`src/rtl/filter_iir1_multichannel.sv`:
```
// First-order IIR filter (B0 + B1 z^-1)/(1 + A1 z^-1), time-multiplexed over CHANNELS states, 3-cycle pipeline.
// Define FILTER_IIR1_SATURATE_EN to clamp internal/output narrowing instead of two's-complement wrap.
module filter_iir1_multichannel #(
    parameter int WIDTH    = 9,
    parameter int GUARD    = 2,
    parameter int CHANNELS = 1,
    parameter int B0       = 0,
    parameter int B1       = 0,
    parameter int A1       = 0,
    parameter int A_PREC   = 8,
    parameter int B_PREC   = 8,
    localparam int CW      = (CHANNELS > 1) ? $clog2(CHANNELS) : 1
) (
    input  logic                    i_clk,
    input  logic                    i_reset,
    input  logic                    i_in_valid,
    input  logic signed [WIDTH-1:0] i_in,
    input  logic [CW-1:0]           i_in_ch,
    output logic                    o_out_valid,
    output logic signed [WIDTH-1:0] o_out,
    output logic [CW-1:0]           o_out_ch
);

    localparam int IW             = WIDTH + GUARD;
    localparam int DEPTH          = 1 << CW;
    localparam logic [CW:0] CH_LIM = CHANNELS[CW:0];

`ifdef FILTER_IIR1_SATURATE_EN
    localparam logic signed [31:0] IW_MAX = (32'sd1 <<< (IW - 1)) - 32'sd1;
    localparam logic signed [31:0] IW_MIN = -(32'sd1 <<< (IW - 1));
    localparam logic signed [31:0] W_MAX  = (32'sd1 <<< (WIDTH - 1)) - 32'sd1;
    localparam logic signed [31:0] W_MIN  = -(32'sd1 <<< (WIDTH - 1));
`endif

    // Round half toward +inf, then arithmetic shift.
    function automatic logic signed [31:0] rnd(input logic signed [31:0] p, input int s);
        return (p + (32'sd1 <<< (s - 1))) >>> s;
    endfunction

    function automatic logic signed [IW-1:0] fit_iw(input logic signed [31:0] a);
`ifdef FILTER_IIR1_SATURATE_EN
        if (a > IW_MAX) return IW'(IW_MAX);
        if (a < IW_MIN) return IW'(IW_MIN);
`endif
        return IW'(a);
    endfunction

    function automatic logic signed [WIDTH-1:0] fit_w(input logic signed [31:0] a);
`ifdef FILTER_IIR1_SATURATE_EN
        if (a > W_MAX) return WIDTH'(W_MAX);
        if (a < W_MIN) return WIDTH'(W_MIN);
`endif
        return WIDTH'(a);
    endfunction

    logic                    r_val0, r_val1, r_val2;
    logic signed [WIDTH-1:0] r_x0;
    logic [CW-1:0]           r_ch0, r_ch1, r_ch2;
    logic signed [IW-1:0]    r_state [DEPTH];
    logic signed [IW-1:0]    r_vp    [DEPTH];
    logic signed [IW-1:0]    r_v1, r_vp1;
    logic signed [31:0]      r_pb0, r_pb1;

    logic signed [IW-1:0]    w_v;
    logic signed [IW-1:0]    w_fb;

    assign w_v  = fit_iw(32'(r_x0) + 32'(r_state[r_ch0]));
    assign w_fb = fit_iw(rnd(-A1 * 32'(w_v), A_PREC));

    always_ff @(posedge i_clk) begin
        if (i_reset) begin
            r_val0      <= 1'b0;
            r_val1      <= 1'b0;
            r_val2      <= 1'b0;
            r_x0        <= '0;
            r_ch0       <= '0;
            r_ch1       <= '0;
            r_ch2       <= '0;
            r_v1        <= '0;
            r_vp1       <= '0;
            r_pb0       <= '0;
            r_pb1       <= '0;
            o_out_valid <= 1'b0;
            o_out       <= '0;
            o_out_ch    <= '0;
            for (int i = 0; i < DEPTH; i++) begin
                r_state[i] <= '0;
                r_vp[i]    <= '0;
            end
        end else begin
            // S0: out-of-range channels are dropped here and never touch state.
            r_val0 <= i_in_valid && ({1'b0, i_in_ch} < CH_LIM);
            r_x0   <= i_in;
            r_ch0  <= i_in_ch;

            // S1: recursion; state is written back the same cycle so back-to-back samples see it.
            r_val1 <= r_val0;
            r_ch1  <= r_ch0;
            if (r_val0) begin
                r_state[r_ch0] <= w_fb;
                r_vp[r_ch0]    <= w_v;
                r_v1           <= w_v;
                r_vp1          <= r_vp[r_ch0];
            end

            r_val2 <= r_val1;
            r_ch2  <= r_ch1;
            if (r_val1) begin
                r_pb0 <= rnd(B0 * 32'(r_v1), B_PREC);
                r_pb1 <= rnd(B1 * 32'(r_vp1), B_PREC);
            end

            o_out_valid <= r_val2;
            if (r_val2) begin
                o_out    <= fit_w(r_pb0 + r_pb1);
                o_out_ch <= r_ch2;
            end
        end
    end

endmodule

```
`config.mk`:
```
export PLATFORM = sky130hd
export DESIGN_NAME = filter_iir1_multichannel
export DESIGN_NICKNAME = d
export VERILOG_FILES = /design/src/rtl/filter_iir1_multichannel.sv
export SDC_FILE = /design/constraint.sdc
export NUM_CORES = 1
export LEC_CHECK = 0
export ABC_AREA = 1
export BUFFER_PORTS_ARGS = -buffer_cell sky130_fd_sc_hd__clkbuf_2
export CAP_MARGIN = 25
export CORE_AREA = 2 2 39 41
export DETAILED_ROUTE_END_ITERATION = 8
export DIE_AREA = 0 0 41 43
export PLACE_DENSITY_LB_ADDON = 0.12
export SLEW_MARGIN = 20
export SYNTH_ARGS = -nofsm -noshare
export SYNTH_HDL_FRONTEND = slang
export SYNTH_SLANG_ARGS = --single-unit
```
`constraint.sdc`:
```
create_clock -name i_clk -period 0.8 [get_ports i_clk]
set_input_delay 0.16 -clock i_clk [delete_from_list [all_inputs] [get_ports i_clk]]
set_output_delay 0.16 -clock i_clk [all_outputs]
set_load 0.01 [all_outputs]
```
# Yosys cells after proc, flatten, opt, wreduce, memory -nomap -nowiden
# Cells that the tools add are included.
# totals
elab_cells	10
input_bits	13
ff_bits	8
out_inout_bits	11
# op_classes
n_lt_le_gt_ge	1
n_reduce_logical	1
# op_table
operator	n
1-bit logical AND	1
1-bit less-than comparator, second input constant	1

# Longest topological paths before layout
# Gate-level depths: netlist of the first run.
# logic_depth
depth_word	2
mapped_depth	4
mapped_depth_nobuf	4

# Worst setup path after synthesis of the first run
# OpenSTA, ideal clock, no wires.
# synth_path
path_kind	reg2reg
from	reg o_out_ch (netlist name)
to	reg o_out_ch
path_stages_with_launch	3
t_required_ns	0.686
setup_time_ns	0.114
setup_slack_ns	0.202
period_less_slack_ns	0.598
n_path_buf	0
arrival_ns	0.484
path_cell_list	dfxtp_1 -> nor2_1 -> nor2_2
# synth_rtl
element	line	source
to (signal assigned)	116	o_out_ch <= r_ch2;
to (decl)	21	output logic [CW-1:0] o_out_ch

# Worst setup path after layout of the first run
# layout_path
from	reg o_out_ch
to	out o_out_ch
# No word-level cell between the ends.

==> results of run 1 <==
## per-stage QoR
step | cells | area (sq um) | hold slack (ns)
finish | 61 | 349 | 0.111
global route | 61 | 349 | 0.123
CTS | 61 | 343 | 0.103
detailed placement | 58 | 319 | 0.372
global placement | 58 | 319 | 0.370
floorplan | 47 | 353 | 0.280
## kinds of logic after synthesis
family | count (synthesis) | share of synthesized area (%)
and+or+nand+nor | 12 | 15.5
DFF | 8 | 49.6
buffers and inverters | 18 | 33.7
other | 1 | 1.16
## worst min-delay path, cell delays in order
cell and delay (ns):
clkbuf_2 0.08, nand2_1 0.05, nor2_1 0.03
## registers in the layout, indices dropped and copies added (netlist names)
name / count
r_ch1: 1
r_val2: 1
r_val1: 1
r_val0: 1
o_out_valid: 1
o_out_ch: 1
r_ch0: 1
r_ch2: 1
## layer usage
metal  vias up  wire length, um  global-route usage, %
met5         -                0                      0
met4         0               16                   6.00
met3         2               45                   4.71
met2        11              176                   5.63
met1        82              147                   7.54
li1        102                -                      -
## power by group through the flow
stage          Sequential, mW  Clock [mW]  Combinational [mW]
2_1_floorplan           0.423           0              0.0756
3_3_place_gp            0.422           0              0.0490
3_5_place_dp            0.422           0              0.0504
4_1_cts                 0.414       0.321              0.0504
5_1_grt                 0.415       0.350              0.0614
6_report                0.414       0.304              0.0519
## Yosys cell counts
master,number,area [sq um]
nor2_1,8,30.0
buf_4,9,67.6
buf_6,1,11.3
inv_1,7,26.3
dfxtp_1,8,160
conb_1,1,3.75
nand2_2,1,6.26
nand2_1,2,7.51
nor2_2,1,6.26
inv_2,1,3.75
## layout make-up
cell class                      count  area share [%]
Sequential cell                     8            46.2
Timing Repair Buffer                5            8.96
Tap cell                           16            5.73
Multi-Input combinational cell     21            24.0
Clock buffer                        3            6.45
Inverter                            8            8.60
## timing repair
action	in CTS	in global routing
gates cloned	0	0
setup endpoints to repair	2	2
buffers inserted	0	0
gates resized for setup	1	3
pin swaps	0	0
## path summary, 6_finish.rpt
kind	startpoint	to	depth (start not counted)
max	o_out_ch$_SDFFE_PP0P_	o_out_ch	1
min	i_in_valid	r_val0$_SDFF_PP0_	3
max reg2reg	r_val2$_SDFF_PP0_	o_out_ch$_SDFFE_PP0P_	3
min reg2reg	r_val1$_SDFF_PP0_	r_val2$_SDFF_PP0_	2
==> out/qor.txt, run 1 <==
Initial core utilization - 23.3%
P_sw - 0.174 mW
Crit end category - primary output
Register area - 161 sq um
Switching part of the total power - 22.5%
Die Ht - 43 um
Violated checks - setup timing
Final Net Count - 60
CTS tree - built
Syn avg cell area - 8.28 sq um
Htree depth - 1
Pwr Density - 2210 nW/um^2
Final ANT Viol Nets - 0
Routed length per placed instance - 6.31 um
Synthesis warning total - 0
Final Max Slew Viols - 0
Antenna Cells - 0
WP data arrival - 0.68 ns
Hold Buf Count CTS - 0
Die area - 1760 sq um
Clk pwr share - 39.5%
Clock transition at the registers of the reported paths - 0.05 ns
Crit-path max cell delay - 0.32 ns
#FFs+latches synth - 8
P_leak - 0.174 nW
Final HPWL DP - 302 um
Part of the cycle the worst path needs - 105%
Max Fclk - 1190 MHz
Cell area after synthesis - 323 sq um
Port-buffer cells - 5
# DRC - 0
Routability cong. - 0.565
Hold Path Class - in2reg
IO Count - 24
Worst-path cell chain - buf_6
Status - complete, but fails checks
Pre-CTS setup slack - 0.193 ns
Largest delay share family, worst path - flip-flops
Setup TNS - -0.0718 ns
Hold Vio Cnt, Final - 0
Clock Tree Buf Depth - 2
Internal Dissipation - 0.597 mW
MaxCap Viol Count - 0
Row count - 14
CP Data Required Time - 0.64 ns
Drt first pass iters - 1
Largest net degree at the start of global routing - 9
Clock sinks - 8
Layout cells sized above 1 - 26.7%
Fillers - 170
Via count - 197
RSZ-0062 raised after global routing - true
Min setup slack post-route - -0.0430 ns
Startpoint types - register
Skew final - 0.00487 ns
CP max stage cell - dfxtp_2
First-pass GRT wire length - 600 um
Crit path kind - reg2out
Overall global routing resource usage - 5.96%
Vias in the first global route - 137
Synth Instances - 39
Grt total ovfl - 0
Initial antenna violation count - 0
Post-synthesis sequential area ratio - 49.6%
P&R area growth vs syn - 8.14%
Crit Path Max Fanout - 2
Post-DR vias/cell - 3.23
Crit path buf inv count - 1
Most frequent cells in the layout - 9 x conb_1, 8 x nor2_1, 7 x inv_1, 7 x dfxtp_1
Root buffer cell - clkbuf_4
Most common cell after layout, fill and taps aside - conb_1
Final min period - 0.843 ns
Final Total Pwr - 0.771 mW
Drt total wl - 385 um
Flop pwr share - 53.8%
R2R setup slack - 0.20 ns
Clk_lat worst skew - 0.25 ns
Die width - 41 um
Multi-input gate area - 83.8 sq um
Peak supply drop - 0.683 mV
Fin util - 25.2%
Power share of the combinational group - 6.7%
CTS buffer count - 3
Unique masters post-synth - 10
Endpoints failing setup - 2
First-iteration detailed-routing DRC count - 0
Core area - 1380 sq um
Note: power is estimated with default switching activity, not from simulation.
==> run 2, diff against run 1 <==
--- a/config.mk
+++ b/config.mk
@@ -9,6 +9,7 @@
 export BUFFER_PORTS_ARGS = -buffer_cell sky130_fd_sc_hd__clkbuf_2
 export CAP_MARGIN = 25
 export CORE_AREA = 2 2 39 41
+export CTS_BUF_LIST = sky130_fd_sc_hd__clkbuf_16
 export DETAILED_ROUTE_END_ITERATION = 8
 export DIE_AREA = 0 0 41 43
 export PLACE_DENSITY_LB_ADDON = 0.12
==> run 2 against run 1 <==
The flow still finishes with violations (setup timing). Routed wire length up 16%. Clock skew down 0.0040 ns. Largest cell class unchanged. Sequential share of layout area decreased by 6.5 points.
==> out/qor.txt, run 2 (synthesized netlist as in run 1, its figures left out) <==
First-iteration detailed-routing DRC count - 0
M1 WL - 166 um
Initial core utilization - 23.3%
Drt first pass iters - 1
Via count - 194
Startpoint types - register
Clock sinks - 8
Endpoints failing setup - 2
WL met3 - 40 um
Drt total wl - 448 um
Largest delay share family, worst path - flip-flops
IO Count - 24
Die width - 41 um
MaxCap Viol Count - 0
Postcts setup bufs - 0
Htree depth - 1
Initial antenna violation count - 0
Crit path kind - reg2out
Crit Path Max Fanout - 2
Status - complete, but fails checks
Final Net Count - 60
Die Ht - 43 um
CP Data Required Time - 0.64 ns
Most common cell after layout, fill and taps aside - conb_1
Row count - 14
Clock Tree Buf Depth - 2
Clk_lat worst skew - 0.23 ns
Largest net degree at the start of global routing - 9
# DRC - 0
Top Layer Used - met3
Routed length per placed instance - 7.34 um
Crit-path max cell delay - 0.31 ns
Pwr Density - 3170 nW/um^2
P&R area growth vs syn - 26.7%
Peak supply drop - 1.05 mV
Worst-path cell chain - buf_6
Register area - 163 sq um
RSZ-0062 raised after global routing - true
Post-route insts no fill - 61
P_leak - 0.198 nW
Hold Path Class - in2reg
Final min period - 0.812 ns
CP max stage cell - dfxtp_2
Final HPWL DP - 302 um
Clock transition at the registers of the reported paths - 0.04 ns
Core area - 1380 sq um
Final ANT Viol Nets - 0
Min setup slack post-route - -0.0120 ns
Crit path buf inv count - 1
Post-DR vias/cell - 3.18
Root buffer cell - clkbuf_16
Hold Vio Cnt, Final - 0
Vias in the first global route - 176
Part of the cycle the worst path needs - 102%
Placed Cells - 58
Antenna Cells - 0
Violated checks - setup timing
WP data arrival - 0.65 ns
Grt total ovfl - 0
Routability cong. - 0.565
Setup TNS - -0.0172 ns
Fillers - 161
Met2 wire length - 241 um
CTS tree - built
Final Max Slew Viols - 0
Die area - 1760 sq um
First-pass GRT wire length - 724 um
Port-buffer cells - 5
Final Total Pwr - 1.30 mW
Max Fclk - 1230 MHz
Multi-input gate area - 83.8 sq um
Layout cells sized above 1 - 28.9%
Most frequent cells in the layout - 9 x conb_1, 8 x nor2_1, 7 x inv_1
Overall global routing resource usage - 7.26%
CTS buffer count - 3
Pre-CTS setup slack - 0.193 ns
Crit end category - primary output
Skew final - 0.000883 ns
==> run 2: changes by cell type in the layout (fill, tap and decap cells not counted) <==
cell       previous run  this run
buf_6                 1         2
clkbuf_16             0         3
dfxtp_2               1         2
clkbuf_4              3         0
dfxtp_1               7         6
buf_2                 1         0
==> run 2: repair_timing <==
action / in CTS / in global routing
hold buffers: 0 / 0
gates cloned: 0 / 0
endpoints found under the setup margin: 2 / 2
resized for setup: 2 / 4
==> run 2: final cells by class <==
class | instances | share of cell area [%]
sequential | 8 | 39.8
multi-input combinational | 21 | 20.5
clock buffer | 3 | 18.3
timing repair buffer | 5 | 9.17
inverter | 8 | 7.34
tap | 16 | 4.89
==> run 2: metal layers <==
metal | GRT usage [%] | vias to the layer above
met2 | 8.44 | 10
met4 | 8.00 | 0
met3 | 4.71 | 0
met5 | 0 | -
met1 | 7.82 | 82
li1 | - | 102
==> run 2: power by group <==
| part | internal, mW | switching (mW) | total [mW] | leakage, nW |
|---|---|---|---|---|
| sequential | 0.413 | 0.00369 | 0.417 | 0.0663 |
| combinational | 0.0152 | 0.0375 | 0.0526 | 0.0950 |
| clock | 0.643 | 0.184 | 0.827 | 0.0370 |
==> run 2: metrics by stage <==
step	util (%)	cell area [sq um]	hold slack, ns
5_1_grt	29.6	409	0.157
4_1_cts	28.7	397	0.131
3_5_place_dp	23.1	319	0.372
2_1_floorplan	-	353	0.280
6_report	29.6	409	0.134
3_3_place_gp	23.1	319	0.370
==> run 2: path summary, 6_finish.rpt <==
| check | startpoint | end | slack, ns | cells past startpoint |
|---|---|---|---|---|
| hold reg to reg | r_ch1$_SDFF_PP0_ | r_ch2$_SDFF_PP0_ | 0.40 | 2 |
| setup reg to reg | r_val2$_SDFF_PP0_ | o_out_ch$_SDFFE_PP0P_ | 0.20 | 3 |
| hold / removal | i_in_valid | r_val0$_SDFF_PP0_ | 0.13 | 3 |
| setup / recovery | o_out_ch$_SDFFE_PP0P_ | o_out_ch | -0.01 | 1 |
==> run 3, diff against run 2 <==
--- a/config.mk
+++ b/config.mk
@@ -6,12 +6,12 @@
 export NUM_CORES = 1
 export LEC_CHECK = 0
 export ABC_AREA = 1
-export BUFFER_PORTS_ARGS = -buffer_cell sky130_fd_sc_hd__clkbuf_2
 export CAP_MARGIN = 25
 export CORE_AREA = 2 2 39 41
 export CTS_BUF_LIST = sky130_fd_sc_hd__clkbuf_16
 export DETAILED_ROUTE_END_ITERATION = 8
 export DIE_AREA = 0 0 41 43
+export DONT_BUFFER_PORTS = 1
 export PLACE_DENSITY_LB_ADDON = 0.12
 export SLEW_MARGIN = 20
 export SYNTH_ARGS = -nofsm -noshare
==> constraint.sdc (replaced) <==
create_clock -name i_clk -period 1 [get_ports i_clk]
set_input_delay 0.2 -clock i_clk [delete_from_list [all_inputs] [get_ports i_clk]]
set_output_delay 0.2 -clock i_clk [all_outputs]
set_load 0.01 [all_outputs]
==> run 3 against run 2 <==
The flow now finishes without violations. Largest power group unchanged. Critical path depth is 1 lower. Global-route usage fell by 1.3 points. Worst hold slack worse by 0.095 ns.
==> out/qor.txt, run 3 (synthesized netlist as in run 1, its figures left out) <==
Status - finished clean
Final ANT Viol Nets - 0
Hold Buf Count CTS - 0
Drt first pass iters - 2
Reg2Reg Depth - 2
P_leak - 0.173 nW
Clk_lat worst skew - 0.23 ns
Routed length per placed instance - 6.38 um
Port-buffer cells - 0
Row count - 14
Post-route insts no fill - 56
Vias in the first global route - 147
Skew final - 0.000316 ns
WP depth - 0
Overall global routing resource usage - 5.94%
Design area - 369 sq um
Setup TNS - 0 ns
Hold Path Class - in2reg
Pwr Density - 2760 nW/um^2
Clock transition at the registers of the reported paths - 0.04 ns
Via count - 168
Post-CTS Resized - 0
Layout cells sized above 1 - 15.0%
Part of the cycle the worst path needs - 80.1%
Critical Path Start - o_out_ch$_SDFFE_PP0P_
GR met2 Demand/Resource - 5.63%
Endpoints failing setup - 0
Pre-CTS setup slack - 0.385 ns
Postcts setup bufs - 0
Clock Tree Buf Depth - 2
IO Count - 24
Die area - 1760 sq um
Worst setup path end - o_out_ch
Grt total ovfl - 0
Die Ht - 43 um
Clock sinks - 8
CTS buffer count - 3
Hold Slack - 0.0387 ns
Largest net degree at the start of global routing - 9
Root buffer cell - clkbuf_16
Placed Cells - 53
Drt total wl - 357 um
Initial core utilization - 23.3%
MaxCap Viol Count - 0
Crit end category - primary output
Most frequent cells in the layout - 9 x conb_1, 8 x nor2_1, 8 x dfxtp_1
Die width - 41 um
First-iteration detailed-routing DRC count - 1
CP Data Required Time - 0.80 ns
Crit Path Max Fanout - 2
CTS tree - built
Htree depth - 1
Final Net Count - 55
Antenna Cells - 0
R2r endpoint - o_out_ch$_SDFFE_PP0P_
# DRC - 0
Post-DR vias/cell - 3.00
First-pass GRT wire length - 593 um
Routability cong. - 0.550
R2R setup slack - 0.38 ns
RSZ-0062 raised after global routing - false
Core area - 1380 sq um
Final Total Pwr - 1.02 mW
Min setup slack post-route - 0.199 ns
Final HPWL DP - 261 um
Final Max Slew Viols - 0
Final min period - 0.801 ns
Launch point of the worst reg-to-reg path - o_out_ch$_SDFFE_PP0P_
Fin util - 26.7%
Peak supply drop - 1.49 mV
Busiest grt layer - met3
Crit path kind - reg2out
Most common cell after layout, fill and taps aside - conb_1
P&R area growth vs syn - 14.3%
Hold Vio Cnt, Final - 0
Placed inst area - 294 sq um
WP data arrival - 0.60 ns
Startpoint types - register
Max Fclk - 1250 MHz
Fillers - 156
GR Layer Usage met3 - 9.42%
Met1 Usage GRT - 6.49%
Initial antenna violation count - 0
[run 3: cell type report]
class	instances	area (sq um)	share of cell area, %
sequential	8	160	43.4
clock buffer	3	75.1	20.3
tap	16	20.0	5.42
multi-input combinational	21	83.8	22.7
inverter	8	30.0	8.14
[run 3: per-layer routing]
| layer | wire length, um | up-vias |
|---|---|---|
| met2 | 156 | 10 |
| met5 | 0 | - |
| met3 | 63 | 0 |
| met1 | 137 | 66 |
| li1 | - | 92 |
| met4 | 0 | 0 |
[run 3: worst min-delay path by stage]
stage,from,endpoint,cells past startpoint
finish,i_reset,r_ch2$_SDFF_PP0_,1
detailed placement,i_reset,r_ch1$_SDFF_PP0_,1
CTS,i_reset,r_ch1$_SDFF_PP0_,1
global route,i_reset,r_ch1$_SDFF_PP0_,1
global placement,i_reset,r_val1$_SDFF_PP0_,1
floorplan,i_in_valid,r_val0$_SDFF_PP0_,2
[run 3: worst reg2reg max path, stage by stage, from the launching register on]
cell	delay (ns)
dfxtp_1	0.33
nor2_1	0.13
nor2_2	0.05
[run 3: power by group]
group / internal, mW / leakage, nW / switching, mW
combinational: 0.00622 / 0.0702 / 0.0228
sequential: 0.330 / 0.0653 / 0.00329
clock: 0.514 / 0.0370 / 0.143
total: 0.851 / 0.173 / 0.169
